===== config.mk =====
export PLATFORM = sky130hd
export DESIGN_NAME = wb_stage
export DESIGN_NICKNAME = d
export VERILOG_FILES = /design/src/rtl/wb_stage.sv
export SDC_FILE = /design/constraint.sdc
export NUM_CORES = 1
export LEC_CHECK = 0
export ABC_AREA = 0
export CAP_MARGIN = 20
export CORE_MARGIN = 3
export CORE_UTILIZATION = 41
export DETAILED_ROUTE_END_ITERATION = 10
export GPL_ROUTABILITY_DRIVEN = 0
export PLACE_DENSITY = 0.8
export REMOVE_ABC_BUFFERS = 1
export SYNTH_ARGS = -nofsm -noshare
export SYNTH_HDL_FRONTEND = slang
export SYNTH_SLANG_ARGS = --single-unit

===== constraint.sdc =====
create_clock -name clk -period 1.7 [get_ports clk]
set_input_delay 0.425 -clock clk [delete_from_list [all_inputs] [get_ports clk]]
set_output_delay 0.425 -clock clk [all_outputs]
set_load 0.1 [all_outputs]

===== src/rtl/wb_stage.sv =====
// Writeback stage: accepts one completed instruction, performs an optional
// aligned load, and issues exactly one registered register-file write.
module wb_stage #(
    parameter int ADDR_WIDTH = 5,
    parameter int DATA_WIDTH = 32
) (
    input  logic                  clk,
    input  logic                  rst_n,
    input  logic                  in_valid,
    output logic                  in_ready,
    input  logic [ADDR_WIDTH-1:0] in_rd,
    input  logic                  in_rd_we,
    input  logic                  in_is_load,
    input  logic [2:0]            in_funct3,
    input  logic [DATA_WIDTH-1:0] in_result,
    output logic                  mem_req_valid,
    input  logic                  mem_req_ready,
    output logic [DATA_WIDTH-1:0] mem_req_addr,
    input  logic                  mem_rsp_valid,
    input  logic [DATA_WIDTH-1:0] mem_rsp_data,
    output logic                  rf_wen,
    output logic [ADDR_WIDTH-1:0] rf_waddr,
    output logic [DATA_WIDTH-1:0] rf_wdata,
    output logic                  retire,
    output logic                  err,
    output logic                  busy,
    output logic [ADDR_WIDTH-1:0] busy_rd
);

    typedef enum logic [1:0] {
        IDLE  = 2'd0,
        REQ   = 2'd1,
        WAIT  = 2'd2,
        WRITE = 2'd3
    } state_t;

    state_t state, state_d;

    logic [ADDR_WIDTH-1:0] rd_q;
    logic                  rd_we_q;
    logic [2:0]            funct3_q;
    logic [DATA_WIDTH-1:0] addr_q;

    logic                  accept;
    logic                  in_bad;
    logic                  go_write;
    logic [7:0]            byte_sel;
    logic [15:0]           half_sel;
    logic [DATA_WIDTH-1:0] load_val;

    assign in_ready      = !rst_n || (state == IDLE) || (state == WRITE);
    assign accept        = in_valid && in_ready;
    // Non-loads and faulting loads skip the memory and write next cycle.
    assign go_write      = accept && (!in_is_load || in_bad);
    assign mem_req_valid = (state == REQ);
    assign mem_req_addr  = {addr_q[DATA_WIDTH-1:2], 2'b00};
    assign busy          = (state != IDLE);
    assign busy_rd       = (busy && rd_we_q) ? rd_q : '0;

    // Classify the incoming load as misaligned or illegal.
    always_comb begin
        in_bad = 1'b0;
        unique case (in_funct3)
            3'b000, 3'b100: in_bad = 1'b0;
            3'b001, 3'b101: in_bad = in_result[0];
            3'b010:         in_bad = |in_result[1:0];
            default:        in_bad = 1'b1;
        endcase
    end

    // Extract and extend the addressed byte/halfword of the response word.
    always_comb begin
        byte_sel = mem_rsp_data[{addr_q[1:0], 3'b000} +: 8];
        half_sel = addr_q[1] ? mem_rsp_data[31:16] : mem_rsp_data[15:0];
        load_val = mem_rsp_data;
        unique case (funct3_q)
            3'b000:  load_val = {{24{byte_sel[7]}}, byte_sel};
            3'b100:  load_val = {24'b0, byte_sel};
            3'b001:  load_val = {{16{half_sel[15]}}, half_sel};
            3'b101:  load_val = {16'b0, half_sel};
            default: load_val = mem_rsp_data;
        endcase
    end

    // Next-state logic; an accept in WRITE chains straight into the next op.
    always_comb begin
        state_d = state;
        unique case (state)
            IDLE, WRITE: begin
                if (accept) state_d = go_write ? WRITE : REQ;
                else        state_d = IDLE;
            end
            REQ:     if (mem_req_ready) state_d = WAIT;
            WAIT:    if (mem_rsp_valid) state_d = WRITE;
            default: state_d = IDLE;
        endcase
    end

    // State register.
    always_ff @(posedge clk) begin
        if (!rst_n) state <= IDLE;
        else        state <= state_d;
    end

    // Latch the fields of the accepted instruction.
    always_ff @(posedge clk) begin
        if (!rst_n) begin
            rd_q     <= '0;
            rd_we_q  <= 1'b0;
            funct3_q <= 3'b000;
            addr_q   <= '0;
        end else if (accept) begin
            rd_q     <= in_rd;
            rd_we_q  <= in_rd_we;
            funct3_q <= in_funct3;
            addr_q   <= in_result;
        end
    end

    // Registered write-port outputs, loaded on entry to WRITE.
    always_ff @(posedge clk) begin
        if (!rst_n) begin
            rf_wen   <= 1'b0;
            rf_waddr <= '0;
            rf_wdata <= '0;
            retire   <= 1'b0;
            err      <= 1'b0;
        end else begin
            rf_wen <= 1'b0;
            retire <= 1'b0;
            err    <= 1'b0;
            if (go_write) begin
                rf_waddr <= in_rd;
                retire   <= 1'b1;
                err      <= in_is_load;
                rf_wen   <= in_rd_we && (in_rd != '0) && !in_is_load;
                if (!in_is_load) rf_wdata <= in_result;
            end else if (state == WAIT && mem_rsp_valid) begin
                rf_waddr <= rd_q;
                rf_wdata <= load_val;
                retire   <= 1'b1;
                rf_wen   <= rd_we_q && (rd_q != '0);
            end
        end
    end

endmodule


==> results.sh <==
export IMPL_status="complete, but fails checks"
export IMPL_violations="negative setup slack"
export IMPL_cts_hold_buf=0
export IMPL_die_h_um=109
export IMPL_cpLargestDelayFamily="buffers and inverters"
export IMPL_syn_inst=555
export IMPL_crit_path_end="rf_wdata[25]$_SDFFE_PN0P_"
export IMPL_final_hold_violation_count=0
export IMPL_final_period_utilization=1.21
export IMPL_grt_pass1_vias=5105
export IMPL_ys_warn_count=0
export IMPL_synth_area_leader_cell="dfxtp_1"
export IMPL_seq_area_frac_synth=0.380
export IMPL_synthDistinctLibCells=54
export IMPL_slowest_stage="dfxtp_4"
export IMPL_power_density_nw_per_um2=1370
export IMPL_critical_path_class="register to register"
export IMPL_cts_tree="yes"
export IMPL_synthFlopType="dfxtp_1"
export IMPL_peakVddDrop_mv=1.68
export IMPL_multi_input_area_um2=2590
export IMPL_startpoint="state[1]$_SDFFE_PN0P_"
export IMPL_vias_per_cell=5.76
export IMPL_cp_num_buf_inv=4
export IMPL_grt_use_total=0.296
export IMPL_die_x_um=109
export IMPL_detailed_place_hpwl_mm=11.5
export IMPL_clkSlewWorstSetupHoldPaths_ns=0.09
export IMPL_drv_cap=0
export IMPL_finalSetupViolCount=89
export IMPL_cp_cell_sequence="inv_4, ha_4, nor3b_4, buf_4, nor2_4, buf_12, a211oi_4, buf_12, nand2_1, a32o_1"
export IMPL_grt_antenna_before_repair=0
export IMPL_syn_area_um2=4370
export IMPL_yosys_register_bits=83
export IMPL_fillCellCount=595
export IMPL_cts_buffers=9
export IMPL_area_growth_pct=80.8
export IMPL_max_stage_delay_ns=0.40
export IMPL_p_leak_nw=3.16
export IMPL_drc_errors=0
export IMPL_synthTopCellsByArea="dfxtp_1, nand2_1, a21boi_0"
export IMPL_async_flop_share=0
export IMPL_grt_start_max_net_pins=42
export IMPL_max_clock_freq_ghz=0.485
export IMPL_synth_edf_count=0
export IMPL_num_antenna_cells=0
export IMPL_fin_crit_ns=2.06
export IMPL_reg2reg_setup_slack_ns=-0.36
export IMPL_wirelength_mm=18.3
export IMPL_seqCellArea_um2=1670
export IMPL_core_area_um2=10300
export IMPL_grt_ovfl_total=0
export IMPL_cp_data_required_time_ns=1.96
export IMPL_drtPass1Iterations=5
export IMPL_cts_sinks=83
export IMPL_drive_gt1_frac=0.326
export IMPL_fin_skew_ns=0.0122
export IMPL_drt_iter0_markers=416
export IMPL_port_buffers=156
export IMPL_pin_count=159
export IMPL_hold_path_class="register to register"
export IMPL_grt_pass1_wl_mm=27.2
export IMPL_avgSynthCellArea_um2=7.87
export IMPL_hp_start="addr_q[24]$_SDFFE_PN0P_"
export IMPL_crit_top_cell="buf_12"
export IMPL_fin_util=0.765
export IMPL_grt_setup_unrepaired="true"
export IMPL_layout_setup_ws_ns=-0.360
export IMPL_synth_common_cells="nand2_1, dfxtp_1, a21boi_0, buf_4, clkbuf_1"
export IMPL_ff2ff_path_depth=10
export IMPL_startpoint_type="register"
export IMPL_synthDominantCellAreaShare=0.380
export IMPL_routedWlPerCell_um=20.9
export IMPL_rr_endpoint="rf_wdata[25]$_SDFFE_PN0P_"
export IMPL_start_util=0.423
export IMPL_crit_fanout=16
export IMPL_num_vias=5037
export IMPL_crit_cells=10
export IMPL_synthMostInstantiatedCell="nand2_1"
export IMPL_htree_levels=3
export IMPL_crit_arrival_ns=2.32
export IMPL_std_cell_rows=37
export IMPL_ant_nets=0
export IMPL_die_area_um2=11900
export IMPL_cp_end_kind="register"
export IMPL_clk_path_buf_depth=2
export IMPL_clock_latency_ns=0.37
export IMPL_nets=817
export IMPL_dp_worst_setup_slack_ns=-0.716
export IMPL_r2r_start="state[1]$_SDFFE_PN0P_"
export IMPL_postLayoutCellArea_um2=7900
export IMPL_cts_root_buf="clkbuf_8"
export IMPL_placed_area_um2=7030
export IMPL_drv_slew=0
[sequential cells by signal (all words and copies together), names as in the netlist]
name / flops
err: 1
rd_we_q: 1
funct3_q: 3
state: 2
retire: 1
rf_waddr: 5
rd_q: 5
rf_wen: 1
rf_wdata: 32
addr_q: 32
[area by class of cell]
cell class	count	area share
flip-flops and latches	83	0.211
clock buffers	11	0.0192
clock inverters	5	0.00776
well taps	136	0.0215
repair buffers	238	0.406
multi-input cells	389	0.327
inverters	13	0.00713
[tightest hold or removal path: stages (launching register included)]
cell and delay [ns]:
dfxtp_1 0.34, nand2_1 0.06, a21boi_1 0.05
[logic make-up (layout without fill, tap and decap cells)]
family                   count (synthesis)  in the layout  share of synthesized area
AND/OR/NAND/NOR                        221            221                      0.220
AO/OA/AOI/OAI                          155            155                      0.266
buffers and inverters                   84            267                      0.104
flip-flops                              83             83                      0.380
multiplexers                             7              7                     0.0172
adder cells (fa/ha/maj)                  4              4                     0.0115
other                                    1              2                   0.000859
[repair_timing]
action	CTS	global route
endpoints found under the hold margin	0	0
gates resized for setup	110	16
cloned	6	0
pin swaps	20	11
buffers inserted	13	1
setup endpoints to repair	91	91
[worst min-delay path by stage]
| stage | endpoint | cells past startpoint | slack (ns) |
|---|---|---|---|
| finish | addr_q[24]$_SDFFE_PN0P_ | 2 | 0.50 |
| detailed placement | rd_we_q$_SDFFE_PN0P_ | 2 | 0.49 |
| CTS | rf_wdata[18]$_SDFFE_PN0P_ | 2 | 0.50 |
| floorplan | rd_we_q$_SDFFE_PN0P_ | 2 | 0.45 |
| global placement | rd_we_q$_SDFFE_PN0P_ | 2 | 0.46 |
| global route | addr_q[8]$_SDFFE_PN0P_ | 2 | 0.52 |
[layer usage]
layer,up-vias,global-route usage,part of all wire
met5,-,0,0
met4,0,0.151,0.053
met3,75,0.0782,0.085
met2,320,0.509,0.51
met1,2396,0.336,0.35
li1,2246,-,-
[cell usage in the layout, fill, tap and decap left out, types with 9 or more instances in the layout]
master / count
a21boi_0: 36
a21oi_1: 17
a32o_1: 11
buf_12: 87
buf_4: 48
buf_6: 22
clkbuf_8: 11
clkdlybuf4s50_1: 73
dfxtp_1: 81
nand2_1: 164
nor2_1: 9
[stage by stage]
stage | TNS (ns) | power [mW] | hold WS [ns] | cells
floorplan | -103.38 | 5.83 | 0.453 | 485
global placement | -29.18 | 8.18 | 0.459 | 839
detailed placement | -37.59 | 8.32 | 0.488 | 839
global route | -22.17 | 11.2 | 0.523 | 875
finish | -15.69 | 10.8 | 0.496 | 875
CTS | -9.82 | 10.5 | 0.500 | 874
[power breakdown]
| group | switching (mW) | total [mW] | internal, mW |
|---|---|---|---|
| Combinational | 3.98 | 6.66 | 2.68 |
| Sequential | 0.366 | 2.64 | 2.28 |
| Clock | 0.788 | 1.55 | 0.762 |
Power figures use the tool's default switching activity.
